<file path="src/rtl/motion_feed_bridge.sv">
// Accelerometer-to-renderer bridge: block averaging, dead-band hold
// and a per-frame snapshot handshake with overrun counting.
module motion_feed_bridge #(
  parameter int NUM_CH   = 3,
  parameter int DATA_W   = 16,
  parameter int LOG_AVG  = 2,
  parameter int DEADBAND = 16,
  parameter int OVR_W    = 8
) (
  input  logic                     clk,
  input  logic                     rst,
  input  logic                     in_valid,
  output logic                     in_ready,
  input  logic [NUM_CH*DATA_W-1:0] in_data,
  input  logic [1:0]               mode,
  input  logic                     frame_sync,
  output logic                     out_valid,
  input  logic                     out_ready,
  output logic [NUM_CH*DATA_W-1:0] out_data,
  output logic [OVR_W-1:0]         overrun_cnt
);

  localparam int AW   = DATA_W + LOG_AVG;
  localparam int CW   = (LOG_AVG > 0) ? LOG_AVG : 1;
  localparam int NBLK = 1 << LOG_AVG;
  localparam logic [CW-1:0] CNT_LAST = CW'(NBLK - 1);

  typedef enum logic {S_ACC, S_CMP} state_t;

  state_t state_q, state_d;
  logic [1:0]    mode_q;
  logic [CW-1:0] cnt_q, cnt_d;

  logic signed [AW-1:0]     acc_q  [NUM_CH];
  logic signed [AW-1:0]     acc_d  [NUM_CH];
  logic signed [DATA_W-1:0] avg_q  [NUM_CH];
  logic signed [DATA_W-1:0] avg_d  [NUM_CH];
  logic signed [DATA_W-1:0] held_q [NUM_CH];
  logic signed [DATA_W-1:0] held_d [NUM_CH];

  logic signed [DATA_W-1:0] smp    [NUM_CH];
  logic signed [AW-1:0]     sum    [NUM_CH];
  logic signed [DATA_W-1:0] blkavg [NUM_CH];
  logic signed [DATA_W:0]   diff   [NUM_CH];
  logic        [DATA_W:0]   mag    [NUM_CH];
  logic                     big    [NUM_CH];

  logic [NUM_CH*DATA_W-1:0] held_flat;
  logic [NUM_CH*DATA_W-1:0] out_data_q;
  logic                     out_valid_q;
  logic [OVR_W-1:0]         ovr_q;
  logic                     mode_chg;
  logic                     accept;

  for (genvar c = 0; c < NUM_CH; c++) begin : g_ch
    assign smp[c]    = in_data[c*DATA_W +: DATA_W];
    assign sum[c]    = acc_q[c] + AW'(smp[c]);
    assign blkavg[c] = DATA_W'(sum[c] >>> LOG_AVG);
    assign diff[c]   = (DATA_W+1)'(avg_q[c]) - (DATA_W+1)'(held_q[c]);
    assign mag[c]    = diff[c][DATA_W] ? -diff[c] : diff[c];
    assign big[c]    = mag[c] > (DATA_W+1)'(DEADBAND);
    assign held_flat[c*DATA_W +: DATA_W] = held_q[c];
  end

  assign mode_chg = (mode != mode_q);
  assign accept   = in_valid && in_ready;

  always_comb begin
    state_d  = state_q;
    cnt_d    = cnt_q;
    acc_d    = acc_q;
    avg_d    = avg_q;
    held_d   = held_q;
    in_ready = 1'b0;
    unique case (state_q)
      S_ACC: begin
        in_ready = !rst;
        if (mode_chg || mode_q == 2'b11) begin
          cnt_d = '0;
          for (int c = 0; c < NUM_CH; c++) acc_d[c] = '0;
        end else if (accept) begin
          if (mode_q == 2'b00) begin
            state_d = S_CMP;
            cnt_d   = '0;
            for (int c = 0; c < NUM_CH; c++) begin
              avg_d[c] = smp[c];
              acc_d[c] = '0;
            end
          end else if (cnt_q == CNT_LAST) begin
            state_d = S_CMP;
            cnt_d   = '0;
            for (int c = 0; c < NUM_CH; c++) begin
              avg_d[c] = blkavg[c];
              acc_d[c] = '0;
            end
          end else begin
            cnt_d = cnt_q + 1'b1;
            for (int c = 0; c < NUM_CH; c++) acc_d[c] = sum[c];
          end
        end
      end
      S_CMP: begin
        state_d = S_ACC;
        // S_CMP uses whichever mode is registered now
        for (int c = 0; c < NUM_CH; c++) begin
          unique case (mode_q)
            2'b00, 2'b01: held_d[c] = avg_q[c];
            2'b10: if (big[c]) held_d[c] = avg_q[c];
            default: held_d[c] = held_q[c];
          endcase
        end
      end
      default: state_d = S_ACC;
    endcase
  end

  always_ff @(posedge clk) begin
    if (rst) begin
      state_q <= S_ACC;
      mode_q  <= 2'b00;
      cnt_q   <= '0;
      for (int c = 0; c < NUM_CH; c++) begin
        acc_q[c]  <= '0;
        avg_q[c]  <= '0;
        held_q[c] <= '0;
      end
    end else begin
      state_q <= state_d;
      mode_q  <= mode;
      cnt_q   <= cnt_d;
      acc_q   <= acc_d;
      avg_q   <= avg_d;
      held_q  <= held_d;
    end
  end

  // Snapshot takes held_q, so a coincident S_CMP update is not seen
  always_ff @(posedge clk) begin
    if (rst) begin
      out_data_q  <= '0;
      out_valid_q <= 1'b0;
      ovr_q       <= '0;
    end else if (frame_sync && (!out_valid_q || out_ready)) begin
      out_data_q  <= held_flat;
      out_valid_q <= 1'b1;
    end else if (frame_sync) begin
      if (ovr_q != '1) ovr_q <= ovr_q + 1'b1;
    end else if (out_valid_q && out_ready) begin
      out_valid_q <= 1'b0;
    end
  end

  assign out_data    = out_data_q;
  assign out_valid   = out_valid_q;
  assign overrun_cnt = ovr_q;

endmodule

</file>
<file path="config.mk">
export PLATFORM = sky130hd
export DESIGN_NAME = motion_feed_bridge
export DESIGN_NICKNAME = d
export VERILOG_FILES = /design/src/rtl/motion_feed_bridge.sv
export SDC_FILE = /design/constraint.sdc
export NUM_CORES = 1
export LEC_CHECK = 0
export ABC_AREA = 1
export CAP_MARGIN = 15
export CORE_MARGIN = 3
export CORE_UTILIZATION = 30
export DETAILED_ROUTE_END_ITERATION = 16
export MAX_ROUTING_LAYER = met4
export SLEW_MARGIN = 10
export SYNTH_ARGS = -nofsm -noshare
export SYNTH_HDL_FRONTEND = slang
export SYNTH_SLANG_ARGS = --single-unit
</file>
<file path="constraint.sdc">
create_clock -name clk -period 3 [get_ports clk]
set_clock_uncertainty 0.05 [all_clocks]
set_input_delay 0.45 -clock clk [delete_from_list [all_inputs] [get_ports clk]]
set_output_delay 0.45 -clock clk [all_outputs]
set_load 0.02 [all_outputs]
</file>
==> flow_summary.ini <==
[status]
outcome = finished, violations left
violations = negative setup slack

[layout]
final_cell_mix = 580 x nand2_1, 276 x inv_1, 231 x a21oi_1, 205 x dfxtp_1, 196 x nor2_1
utilization_pct = 41.71
nFillCells = 5148
layout_commonest_cell = nand2_1
drive_gt1_share_pct = 20.79
area_delta_synth_final_pct = 36.14
final_net_count = 2812

[global_routing]
grt_pass1_wl_um = 78230
grt_antenna_before_repair = 2
track_usage_pct = 18.31
grt_max_degree = 82
grt_overflow = 0
grt_pass1_vias = 15100

[floorplanning]
start_util_pct = 30.64
die-area_um2 = 53250
die_w_um = 230.8
num_rows = 81
die_y_um = 230.8
core_um2 = 49460
ios = 113

[setup_path]
crit_required_ps = 3380
r2r_cells = 21
path_cells = inv_2 > ha_4 > fa_2 > ha_4 > a21boi_4 > nand3_2 > nor2_2 > nand2_2 > nor2_1 > nand2_1 > nand3_1 > nand2_1 > nor2_2 > inv_1 > nor2_2 > nand3_2 > nor2_4 > nor2_4 > buf_12 > nor2_2 > nor2_1
rr_startpoint = avg_q[32]
cp_num_buf_inv = 3
crit_fanout = 12
cp-startpoint = avg_q[32]
r2r_end = held_flat[11]
cpMostUsedCell = nor2_2
startpoint_type = flop
slowest_delay_ps = 560
cp_slowest_cell = fa_2
critPathKind = flop to flop
cp.arrival_ps = 3530
r2r_slack_ps = -150
worstSetupEndpointType = flop
cp_top_family = simple AND/OR/NAND/NOR gates

[detailed_routing]
ant_nets = 0
wl_um = 50480
wl_per_cell_um = 15.15
first_pass_iters = 5
vias = 16170
drtIter0Drc = 1082
vias_per_cell = 4.854
drc = 0

[timing]
worst_pin_slew_ps = 948.6
rsz0062_at_grt = yes
timing.final.ws_setup_ps = -150.5
finalCritPeriodShare_pct = 105.0
tns_ps = -4241
setup_viol = 48
period_needed_ps = 3150
max_freq_mhz = 317.4
hold_violations = 0
slew_viol_final = 0
slew_headroom_pct = 36.76

[logic_synthesis]
syn_inst = 2380
ys_ff_latch = 212
synthXorXnorAreaFrac_pct = 3.922
synth_edf_count = 0
yosys.area_share.simple_pct = 31.73
seq_area_frac_synth_pct = 28.01
synth_top_family_by_area = simple AND/OR/NAND/NOR gates
netlist_area_um2 = 15150
syn_nets = 2545
ys_types = 47
synth_compound_area_share_pct = 16.82
synth_fa_ha_area_share_pct = 9.379
syn_avg_cell_area_um2 = 6.367
muxShareOfSynthArea_pct = 0
synthesis.yosys.warnings = 0
async_flop_share_pct = 0
ys_dominant_reg_cell = dfxtp_1

[power_and_ir_drop]
power_density_nw_per_um2 = 504.2
max-vdd-ir-drop_v = 0.0003846
cellLeakagePower_nw = 9.501

[hold_path]
min-delay-start = rst
hold_path_end = avg_q[40]
hold_path_class = input pin to flop
hold_path_depth = 3

[clock_tree]
root_buffer = clkbuf_16
cts_max_level = 1
clkTransAtPathRegs_ps = 60
cts_tree = yes
clock_sinks = 212
cts_inserted_buffers = 26
hold_buffers = 0
clk_path_buf_depth = 3
insertion_delay_ps = 550

[placement]
hpwl_um = 37180
gp_congestion = 0.9123
port_buffers = 112

[flow_run]
max_cap_violations = 0
cell usage after synthesis (9+ instances only):
cell / count / share of area (%)
buf_6: 11 / 0.82
a21oi_1: 268 / 8.9
o21ai_0: 115 / 3.8
xor2_1: 41 / 2.4
nand4_1: 20 / 0.83
nand3_1: 181 / 6.0
nor2_2: 9 / 0.37
dfxtp_1: 212 / 28
nand3b_1: 12 / 0.59
clkbuf_1: 52 / 1.3
nand2_2: 15 / 0.62
nor2_1: 245 / 6.1
ha_1: 104 / 8.6
nand2_1: 630 / 16
nor3_1: 15 / 0.50
buf_2: 10 / 0.33
a221oi_1: 21 / 1.2
inv_1: 289 / 7.2
buf_1: 9 / 0.22
xnor2_1: 25 / 1.4
nand3_2: 9 / 0.59
worst max-delay path by stage:
stage | depth (start not counted) | end | slack (ps)
after global placement | 14 | avg_q[44] | -260
after floorplan | 21 | held_flat[10] | 120
final | 21 | held_flat[11] | -150
after global routing | 21 | held_flat[7] | -360
after CTS | 19 | held_flat[41] | -130
after detailed placement | 14 | avg_q[44] | -260
stage by stage:
| step | instances | cell area (um2) | power, mW | hold slack (ps) | worst slack [ps] |
|---|---|---|---|---|---|
| 2_1_floorplan | 2380 | 15150 | 5.345 | 397.2 | 120.5 |
| 3_3_place_gp | 3255 | 18210 | 6.364 | 406.5 | -258.8 |
| 3_5_place_dp | 3255 | 18210 | 6.427 | 411.3 | -256.7 |
| 4_1_cts | 3322 | 19680 | 10.07 | 281.5 | -125.8 |
| 5_1_grt | 3331 | 20630 | 11.02 | 304.9 | -363.5 |
| 6_report | 3331 | 20630 | 10.40 | 301.6 | -150.5 |
metal layers:
metal  GRT usage (%)  up-vias  share of wire [%]
met2           27.84      320                 44
met4           4.610        0                1.8
li1                -     8294                  -
met1           26.05     7495                 51
met5               -        -                  0
met3           1.839       60                3.8
timing repair:
item                                   CTS  global route
pin swaps                               31            56
cloned                                   3             4
buffers inserted                        18             4
gates resized for setup                 98           208
setup endpoints to repair               48            50
endpoints found under the hold margin    0             0
final cells by class:
| class | instances | area, um2 | area share, % |
|---|---|---|---|
| Sequential cell | 212 | 4253 | 20.61 |
| Antenna cell | 2 | 5.005 | 0.02426 |
| Clock buffer | 36 | 769.5 | 3.730 |
| Multi-Input combinational cell | 1787 | 10540 | 51.07 |
| Timing Repair Buffer | 323 | 2963 | 14.36 |
| Tap cell | 664 | 830.8 | 4.027 |
| Inverter | 297 | 1129 | 5.470 |
| Clock inverter | 10 | 145.1 | 0.7035 |
tightest hold or removal path, cell delays in order:
cell	delay [ps]
buf_4	80
buf_4	240
a21oi_1	60
registers in the layout, summed over array words and instances (netlist names):
name,count
acc_q,54
avg_q,48
cnt_q,2
held_flat,48
mode_q,2
out_data,48
out_valid,1
overrun_cnt,8
state_q,1
cell families after synthesis:
| group | after synthesis |
|---|---|
| buffers and inverters | 382 |
| flip-flops | 212 |
| XOR/XNOR | 67 |
| adder cells (fa/ha/maj) | 110 |
| AO/OA/AOI/OAI | 463 |
| AND/OR/NAND/NOR | 1146 |
power breakdown:
part / leakage [nW] / total [mW] / internal (mW) / switching, mW
logic: 7.33 / 4.07 / 1.60 / 2.46
clock network: 0.442 / 3.36 / 2.05 / 1.31
registers: 1.73 / 2.98 / 2.91 / 0.0665
Note: power is estimated with default switching activity, not from simulation.
